`config.mk`:
```
export PLATFORM = sky130hd
export DESIGN_NAME = mem_dbus_ctrl_flat
export DESIGN_NICKNAME = d
export VERILOG_FILES = /design/src/rtl/mem_dbus_ctrl_pkg.sv /design/src/rtl/mem_dbus_ctrl_if.sv /design/src/rtl/mem_dbus_ctrl.sv /design/src/flat_wrapper.sv
export SDC_FILE = /design/constraint.sdc
export NUM_CORES = 1
export LEC_CHECK = 0
export CORE_UTILIZATION = 42
export CTS_CLUSTER_SIZE = 8
export DETAILED_ROUTE_END_ITERATION = 10
export PLACE_DENSITY_LB_ADDON = 0.1
export SYNTH_ARGS = -nofsm -noshare
export SYNTH_HDL_FRONTEND = slang
export SYNTH_SLANG_ARGS = --single-unit
```
`constraint.sdc`:
```
create_clock -name clk -period 2.1 [get_ports clk]
set_input_delay 0.21 -clock clk [delete_from_list [all_inputs] [get_ports clk]]
set_output_delay 0.21 -clock clk [all_outputs]
set_load 0.02 [all_outputs]
```
`src/rtl/mem_dbus_ctrl_pkg.sv`:
```
// ---------------------------------------------------------------------------
// mem_dbus_ctrl_pkg
// Shared MEM-stage definitions: access sizes, the EX/MEM access request
// record, the data-bus responder state encoding, the default bus timeout and
// a lane helper that yields byte enables plus the misalignment flag. The lane
// helper is also meant for the MEM-stage load extender, so it stays free of
// any state.
// ---------------------------------------------------------------------------
package mem_dbus_ctrl_pkg;

    // Access size as encoded by the decode stage.
    typedef enum logic [1:0] {
        SZ_BYTE = 2'd0,
        SZ_HALF = 2'd1,
        SZ_WORD = 2'd2
    } MemSize_t;

    // Data-bus responder states.
    typedef enum logic [1:0] {
        IDLE  = 2'd0,
        REQ   = 2'd1,
        DONE  = 2'd2,
        DRAIN = 2'd3
    } DbusState_t;

    // Cycles to wait for an acknowledge before declaring a bus error.
    localparam int unsigned DBUS_TIMEOUT_DEFAULT = 32'd255;

    // Memory access presented by the EX/MEM pipeline register.
    typedef struct packed {
        logic        ce;
        logic        we;
        logic [31:0] addr;
        logic [31:0] wdata;
    } MemAccessReq_t;

    // Result of the lane helper.
    typedef struct packed {
        logic       misalign;
        logic [3:0] be;
    } LaneInfo_t;

    // Byte enables and misalignment for a size and the low address bits.
    // The reserved size code yields no lanes and no misalignment.
    function automatic LaneInfo_t lane_info(input logic [1:0] size,
                                            input logic [1:0] addr_lo);
        LaneInfo_t info;
        info.misalign = 1'b0;
        info.be       = 4'b0000;
        case (size)
            SZ_BYTE: begin
                info.be = 4'b0001 << addr_lo;
            end
            SZ_HALF: begin
                info.misalign = addr_lo[0];
                info.be       = addr_lo[1] ? 4'b1100 : 4'b0011;
            end
            SZ_WORD: begin
                info.misalign = (addr_lo != 2'b00);
                info.be       = 4'b1111;
            end
            default: begin
                info.misalign = 1'b0;
                info.be       = 4'b0000;
            end
        endcase
        return info;
    endfunction

endpackage

```
`src/rtl/mem_dbus_ctrl_if.sv`:
```
// ---------------------------------------------------------------------------
// mem_dbus_ctrl_if
// Data-bus connection between the MEM-stage responder and the data-bus
// arbiter.
//   req    master->slave  request, held until ack
//   we     master->slave  write
//   addr   master->slave  word-aligned address
//   be     master->slave  byte enables
//   wdata  master->slave  lane-positioned write data
//   ack    slave->master  one-cycle completion pulse
//   rdata  slave->master  read data, valid with ack
// ---------------------------------------------------------------------------
interface mem_dbus_ctrl_if;

    logic        req;
    logic        we;
    logic [31:0] addr;
    logic [3:0]  be;
    logic [31:0] wdata;
    logic        ack;
    logic [31:0] rdata;

    modport master (
        output req, we, addr, be, wdata,
        input  ack, rdata
    );

    modport slave (
        input  req, we, addr, be, wdata,
        output ack, rdata
    );

endinterface

```
`src/rtl/mem_dbus_ctrl.sv`:
```
// ---------------------------------------------------------------------------
// mem_dbus_ctrl
// MEM-stage data-bus responder. Runs one bus transaction per aligned request
// from EX/MEM, stalls the pipeline until the bus acknowledges, returns the
// read word and flags misaligned accesses and bus timeouts.
//
// Ports:
//   clk, rst_n    clock, asynchronous active-low reset
//   mem_req       access from EX/MEM (ce, we, addr, wdata)
//   mem_size      access size (SZ_BYTE/SZ_HALF/SZ_WORD)
//   hold          stage held by a later stage
//   flush         pipeline flush
//   stall_req     MEM-stage stall request (combinational)
//   rdata         registered read word, raw lanes
//   rdata_valid   rdata holds the result of the current read
//   except_adel   misaligned load (combinational)
//   except_ades   misaligned store (combinational)
//   bus_err       transaction timed out
//   dbus          data-bus master port
// ---------------------------------------------------------------------------
module mem_dbus_ctrl
    import mem_dbus_ctrl_pkg::*;
#(
    parameter int unsigned TIMEOUT_CYCLES = DBUS_TIMEOUT_DEFAULT
) (
    input  logic                  clk,
    input  logic                  rst_n,
    input  MemAccessReq_t         mem_req,
    input  logic [1:0]            mem_size,
    input  logic                  hold,
    input  logic                  flush,
    output logic                  stall_req,
    output logic [31:0]           rdata,
    output logic                  rdata_valid,
    output logic                  except_adel,
    output logic                  except_ades,
    output logic                  bus_err,
    mem_dbus_ctrl_if.master       dbus
);

    localparam int unsigned      CNT_W    = $clog2(TIMEOUT_CYCLES + 1);
    localparam logic [CNT_W-1:0] CNT_LAST = CNT_W'(TIMEOUT_CYCLES - 1);
    localparam logic [CNT_W-1:0] CNT_MAX  = CNT_W'(TIMEOUT_CYCLES);

    DbusState_t       state_r;
    DbusState_t       state_nxt_s;
    LaneInfo_t        lane_s;
    logic             start_s;
    logic             timeout_s;
    logic             capture_s;
    logic             drop_req_s;
    logic             load_rdata_s;
    logic             set_err_s;
    logic             clr_status_s;
    logic             stall_req_s;
    logic             dbus_req_r;
    logic             dbus_we_r;
    logic [31:0]      dbus_addr_r;
    logic [3:0]       dbus_be_r;
    logic [31:0]      dbus_wdata_r;
    logic [31:0]      rdata_r;
    logic             rdata_valid_r;
    logic             bus_err_r;
    logic [CNT_W-1:0] cnt_r;

    assign lane_s      = lane_info(mem_size, mem_req.addr[1:0]);
    assign except_adel = mem_req.ce & ~mem_req.we & lane_s.misalign;
    assign except_ades = mem_req.ce &  mem_req.we & lane_s.misalign;
    assign start_s     = mem_req.ce & ~lane_s.misalign & ~flush;
    assign timeout_s   = (cnt_r == CNT_LAST);

    // State register.
    always_ff @(posedge clk or negedge rst_n) begin
        if (!rst_n) begin
            state_r <= IDLE;
        end else begin
            state_r <= state_nxt_s;
        end
    end

    // Next-state, stall request and datapath strobes.
    always_comb begin
        state_nxt_s  = state_r;
        stall_req_s  = 1'b0;
        capture_s    = 1'b0;
        drop_req_s   = 1'b0;
        load_rdata_s = 1'b0;
        set_err_s    = 1'b0;
        clr_status_s = 1'b0;
        case (state_r)
            IDLE: begin
                if (start_s) begin
                    state_nxt_s = REQ;
                    capture_s   = 1'b1;
                    stall_req_s = 1'b1;
                end else begin
                    state_nxt_s = IDLE;
                end
            end
            REQ: begin
                stall_req_s = ~flush;
                if (dbus.ack) begin
                    drop_req_s = 1'b1;
                    // An ack coinciding with a flush belongs to a killed
                    // instruction: discard it rather than report it.
                    if (flush) begin
                        state_nxt_s = IDLE;
                    end else begin
                        state_nxt_s  = DONE;
                        load_rdata_s = ~dbus_we_r;
                    end
                end else if (timeout_s) begin
                    drop_req_s = 1'b1;
                    if (flush) begin
                        state_nxt_s = IDLE;
                    end else begin
                        state_nxt_s = DONE;
                        set_err_s   = 1'b1;
                    end
                end else if (flush) begin
                    // The bus request cannot be withdrawn; wait it out.
                    state_nxt_s = DRAIN;
                end else begin
                    state_nxt_s = REQ;
                end
            end
            DONE: begin
                if (flush || !hold) begin
                    state_nxt_s  = IDLE;
                    clr_status_s = 1'b1;
                end else begin
                    state_nxt_s = DONE;
                end
            end
            DRAIN: begin
                // A request arriving after the flush waits for the drain.
                stall_req_s = mem_req.ce;
                if (dbus.ack || timeout_s) begin
                    state_nxt_s = IDLE;
                    drop_req_s  = 1'b1;
                end else begin
                    state_nxt_s = DRAIN;
                end
            end
            default: begin
                state_nxt_s  = IDLE;
                drop_req_s   = 1'b1;
                clr_status_s = 1'b1;
            end
        endcase
    end

    // Bus request fields, timeout counter, read data and status flags.
    always_ff @(posedge clk or negedge rst_n) begin
        if (!rst_n) begin
            dbus_req_r    <= 1'b0;
            dbus_we_r     <= 1'b0;
            dbus_addr_r   <= 32'h0000_0000;
            dbus_be_r     <= 4'b0000;
            dbus_wdata_r  <= 32'h0000_0000;
            rdata_r       <= 32'h0000_0000;
            rdata_valid_r <= 1'b0;
            bus_err_r     <= 1'b0;
            cnt_r         <= {CNT_W{1'b0}};
        end else begin
            if (capture_s) begin
                dbus_req_r   <= 1'b1;
                dbus_we_r    <= mem_req.we;
                dbus_addr_r  <= {mem_req.addr[31:2], 2'b00};
                dbus_be_r    <= lane_s.be;
                dbus_wdata_r <= mem_req.wdata;
                cnt_r        <= {CNT_W{1'b0}};
            end else begin
                if (drop_req_s) begin
                    dbus_req_r <= 1'b0;
                end
                if (((state_r == REQ) || (state_r == DRAIN)) && (cnt_r != CNT_MAX)) begin
                    cnt_r <= cnt_r + CNT_W'(1);
                end
            end
            if (load_rdata_s) begin
                rdata_r       <= dbus.rdata;
                rdata_valid_r <= 1'b1;
            end else if (clr_status_s) begin
                rdata_valid_r <= 1'b0;
            end
            if (set_err_s) begin
                bus_err_r <= 1'b1;
            end else if (clr_status_s) begin
                bus_err_r <= 1'b0;
            end
        end
    end

    assign stall_req   = stall_req_s;
    assign rdata       = rdata_r;
    assign rdata_valid = rdata_valid_r;
    assign bus_err     = bus_err_r;
    assign dbus.req    = dbus_req_r;
    assign dbus.we     = dbus_we_r;
    assign dbus.addr   = dbus_addr_r;
    assign dbus.be     = dbus_be_r;
    assign dbus.wdata  = dbus_wdata_r;

endmodule

```
`src/flat_wrapper.sv`:
```
// flat-port wrapper written by rule: the top's interface ports become plain ports
module mem_dbus_ctrl_flat import mem_dbus_ctrl_pkg::*;
#(
    parameter int unsigned TIMEOUT_CYCLES = DBUS_TIMEOUT_DEFAULT
)
  (clk, rst_n, mem_req, mem_size, hold, flush, stall_req, rdata, rdata_valid, except_adel, except_ades, bus_err, dbus_req, dbus_we, dbus_addr, dbus_be, dbus_wdata, dbus_ack, dbus_rdata);
  mem_dbus_ctrl_if dbus_i ();
  input  logic clk;
  input  logic rst_n;
  input  MemAccessReq_t mem_req;
  input  logic [1:0] mem_size;
  input  logic hold;
  input  logic flush;
  output logic stall_req;
  output logic [31:0] rdata;
  output logic rdata_valid;
  output logic except_adel;
  output logic except_ades;
  output logic bus_err;
  output wire logic [$bits(dbus_i.req)-1:0] dbus_req;
  output wire logic [$bits(dbus_i.we)-1:0] dbus_we;
  output wire logic [$bits(dbus_i.addr)-1:0] dbus_addr;
  output wire logic [$bits(dbus_i.be)-1:0] dbus_be;
  output wire logic [$bits(dbus_i.wdata)-1:0] dbus_wdata;
  input wire logic [$bits(dbus_i.ack)-1:0] dbus_ack;
  input wire logic [$bits(dbus_i.rdata)-1:0] dbus_rdata;
  assign dbus_req = dbus_i.req;
  assign dbus_we = dbus_i.we;
  assign dbus_addr = dbus_i.addr;
  assign dbus_be = dbus_i.be;
  assign dbus_wdata = dbus_i.wdata;
  assign dbus_i.ack = dbus_ack;
  assign dbus_i.rdata = dbus_rdata;
  mem_dbus_ctrl #(.TIMEOUT_CYCLES(TIMEOUT_CYCLES)) u_core (.clk(clk), .rst_n(rst_n), .mem_req(mem_req), .mem_size(mem_size), .hold(hold), .flush(flush), .stall_req(stall_req), .rdata(rdata), .rdata_valid(rdata_valid), .except_adel(except_adel), .except_ades(except_ades), .bus_err(bus_err), .dbus(dbus_i));
endmodule
```
==> run_results.csv <==
group,metric,value,unit
run_status,outcome,"finished, final reports clean",
final_layout,multi_input_area,1730,um^2
floorplan,start_util,43.24,%
final_layout,register_area,2803,um^2
global_routing,antenna_found_initial,0,
synth,synth_top_area_share,59.80,%
synth,synth-main-ff-cell,"dfrtp_1",
global_routing,grt_pass1_vias,3867,
drt,viasPerCell,4.760,
final_layout,diodes,0,
drt,ant_nets,0,
clock_tree,cts_made_buffers,9,
drt,num_vias,3856,
timing,max_clock_freq,498.5,MHz
clock_tree,cts-root-buf,"clkbuf_8",
synth,synth.distinct_cells,36,
timing,clock_skew,0.007796,ns
clock_tree,clkSlewWorstSetupHoldPaths,0.10,ns
synth,seq_area_frac_synth,59.80,%
placement,place_hpwl,8791,um
floorplan,rows,38,
timing,period_share,95.52,%
placement,port_buffers,209,
synth,synth_cells,451,
floorplan,fp.coreArea,10840,um^2
clock_tree,cts_max_level,3,
clock_tree,clock_path_buffers,2,
global_routing,grt_start_max_net_pins,43,
drt,dr.pass1.iters,4,
synth,netlist.top_cell.by_area,"dfrtp_1",
timing,relSlewSlack,64.16,%
timing,finalHoldViolCount,0,
timing,tightest_slew,0.5376,ns
global_routing,grt_usage,21.07,%
drt,wire_per_inst,14.67,um
synth,syn_avg_cell_area,10.39,um^2
clock_tree,cts_tree,"done",
critical_path,path_class,"in2out",
final_layout,syn_to_final_growth,53.84,%
placement,post-place-ws,-0.3558,ns
synth,synthArstFlopShare,100.0,%
critical_path,cp-start-kind,"input pin",
timing,finalCriticalPeriod,2.006,ns
drt,wl,11880,um
clock_tree,cts_sinks,112,
hold_path,hold_class,"in2reg",
critical_path,critPathArrivalTime,1.80,ns
drt,drt_iter0_drc,164,
pwr,p_leak,3.484,nW
job,maxCapViolCount,0,
drt,drcViolationCount,0,
timing,timing.final.ws_setup,0.09402,ns
clock_tree,clkLatencyLatePin,0.37,ns
floorplan,fp.dieW,107.6,um
critical_path,critical_path.max_fanout,4,
synth,synthesis.area,4687,um^2
synth,synth_edf_count,0,
timing,slew_violations,0,
critical_path,worstPathRequired,1.89,ns
final_layout,fillCellCount,865,
pwr,power.density,1203,nW/um^2
floorplan,die_area,11590,um^2
synth,yosysWarnings,0,
final_layout,fin_nets,779,
timing,rsz0062_at_grt,"no",
final_layout,final_util,66.52,%
floorplan,io_pins,212,
global_routing,grt-ovfl-total,0,
clock_tree,postCtsSetupBuffers,0,
final_layout,layout-drive-gt1-share,10.45,%
timing,hold_ws,0.3604,ns
critical_path,endpoint_kind,"output port",
global_routing,grt_pass1_wl,18800,um
timing,setup_viol,0,
floorplan,dieHeight,107.6,um
pwr,peakVddDrop,0.7404,mV
placement,gp_congestion,0.7620,
synth,ys_ff_latch,112,
synth,synth_area_leaders,"dfrtp_1 (60%), nand2_1 (16%), mux2_4 (9.3%), ha_1 (1.9%), nand3_1 (1.2%)",
-- where the power goes --
group          internal, W  switching [W]
clock             0.000573       0.000671
sequential         0.00295       0.000454
combinational      0.00210        0.00192
total              0.00562        0.00305
-- flip-flops by register name (all words and copies together), names as in the netlist --
signal,count
u_core.rdata,32
u_core.state_r,2
u_core.bus_err,1
u_core.dbus.we,1
u_core.dbus.addr,30
u_core.dbus.be,4
u_core.dbus.wdata,32
u_core.dbus.req,1
u_core.rdata_valid,1
u_core.cnt_r,8
-- layer usage --
metal | GRT usage [%] | wire (um) | vias up | share of wire [%]
met4 | 7.436 | 225 | 0 | 1.9
met3 | 7.748 | 1053 | 18 | 8.9
met5 | 0 | 0 | - | 0
met1 | 24.94 | 4905 | 1806 | 41
met2 | 35.12 | 5696 | 151 | 48
li1 | - | - | 1881 | -
-- cells by family (layout without fill, tap and decap cells) --
| family | after synthesis | count (layout) | synth area share, % |
|---|---|---|---|
| AOI/OAI and AO/OA | 31 | 31 | 4.111 |
| xor gates and xnor gates | 2 | 2 | 0.3738 |
| adders and majority gates | 7 | 7 | 1.869 |
| buffers and inverters | 31 | 249 | 3.524 |
| DFF | 112 | 112 | 59.80 |
| muxes | 32 | 32 | 10.01 |
| other | 1 | 2 | 0.08001 |
| and+or+nand+nor | 235 | 235 | 20.24 |
-- cell type report --
cell class / instances / share of cell area [%]
Multi-Input combinational cell: 309 / 24.00
Sequential cell: 112 / 38.87
Timing Repair Buffer: 227 / 31.72
Tap cell: 140 / 2.429
Clock buffer: 11 / 1.961
Inverter: 8 / 0.4164
Clock inverter: 3 / 0.6073
-- layout by cell type, fill, tap and decap left out, types with 2 or more instances in the layout --
| master | n |
|---|---|
| a21o_1 | 2 |
| a21oi_1 | 8 |
| a31oi_1 | 3 |
| and3_1 | 2 |
| and4_1 | 2 |
| buf_12 | 6 |
| buf_4 | 12 |
| clkbuf_2 | 2 |
| clkbuf_8 | 10 |
| clkdlybuf4s50_1 | 205 |
| conb_1 | 2 |
| dfrtp_1 | 112 |
| ha_1 | 7 |
| inv_1 | 8 |
| mux2_2 | 3 |
| mux2_4 | 29 |
| nand2_1 | 201 |
| nand3_1 | 10 |
| nand4_1 | 2 |
| nor2_1 | 7 |
| o21ai_0 | 8 |
| o31ai_1 | 5 |
| or4_1 | 2 |
-- cells in the mapped netlist (4+ instances only) --
cell type / count
buf_2: 9
mux2_4: 29
o31ai_1: 5
a21oi_1: 8
dfrtp_1: 112
ha_1: 7
nor2_1: 7
buf_6: 4
nand3_1: 11
inv_1: 8
clkbuf_1: 8
nand2_1: 201
o21ai_0: 8
-- what timing repair did --
action | CTS | global route
gates cloned | 0 | 0
hold endpoints to repair | 37 | 0
resized for setup | 7 | 4
hold buffers | 1 | 0
setup endpoints to repair | 3 | 2
pin swaps | 0 | 0
-- stage by stage --
step | area [um^2] | setup TNS [ns] | total power (W) | std cells
after floorplan | 4691 | 0 | 0.005362 | 452
after global placement | 7030 | -0.7818 | 0.007391 | 795
after detailed placement | 7030 | -0.8292 | 0.007494 | 795
after CTS | 7218 | 0 | 0.008772 | 810
after global routing | 7211 | 0 | 0.009180 | 810
final | 7211 | 0 | 0.008672 | 810
-- critical path: stages --
cell             delay, ns
clkdlybuf4s50_1       0.47
inv_1                 0.06
ha_1                  0.31
o211ai_1              0.11
buf_4                 0.15
a31oi_1               0.08
o31ai_1               0.20
buf_2                 0.20
-- final timing paths --
kind                                             from               endpoint  slack [ns]  depth (start not counted)
worst max register to register      u_core.state_r[1]      u_core.dbus.be[0]        0.28                          6
worst max-delay path                      mem_size[0]              stall_req        0.09                          8
worst min register to register  u_core.dbus.wdata[30]  u_core.dbus.wdata[30]        0.48                          2
min in group asynchronous                       rst_n        u_core.dbus.req        0.38                          2
worst min-delay path                      mem_req[31]  u_core.dbus.wdata[31]        0.36                          3
max in group asynchronous                       rst_n   u_core.dbus.wdata[2]        1.12                          3
Note: power is estimated with default switching activity, not from simulation.
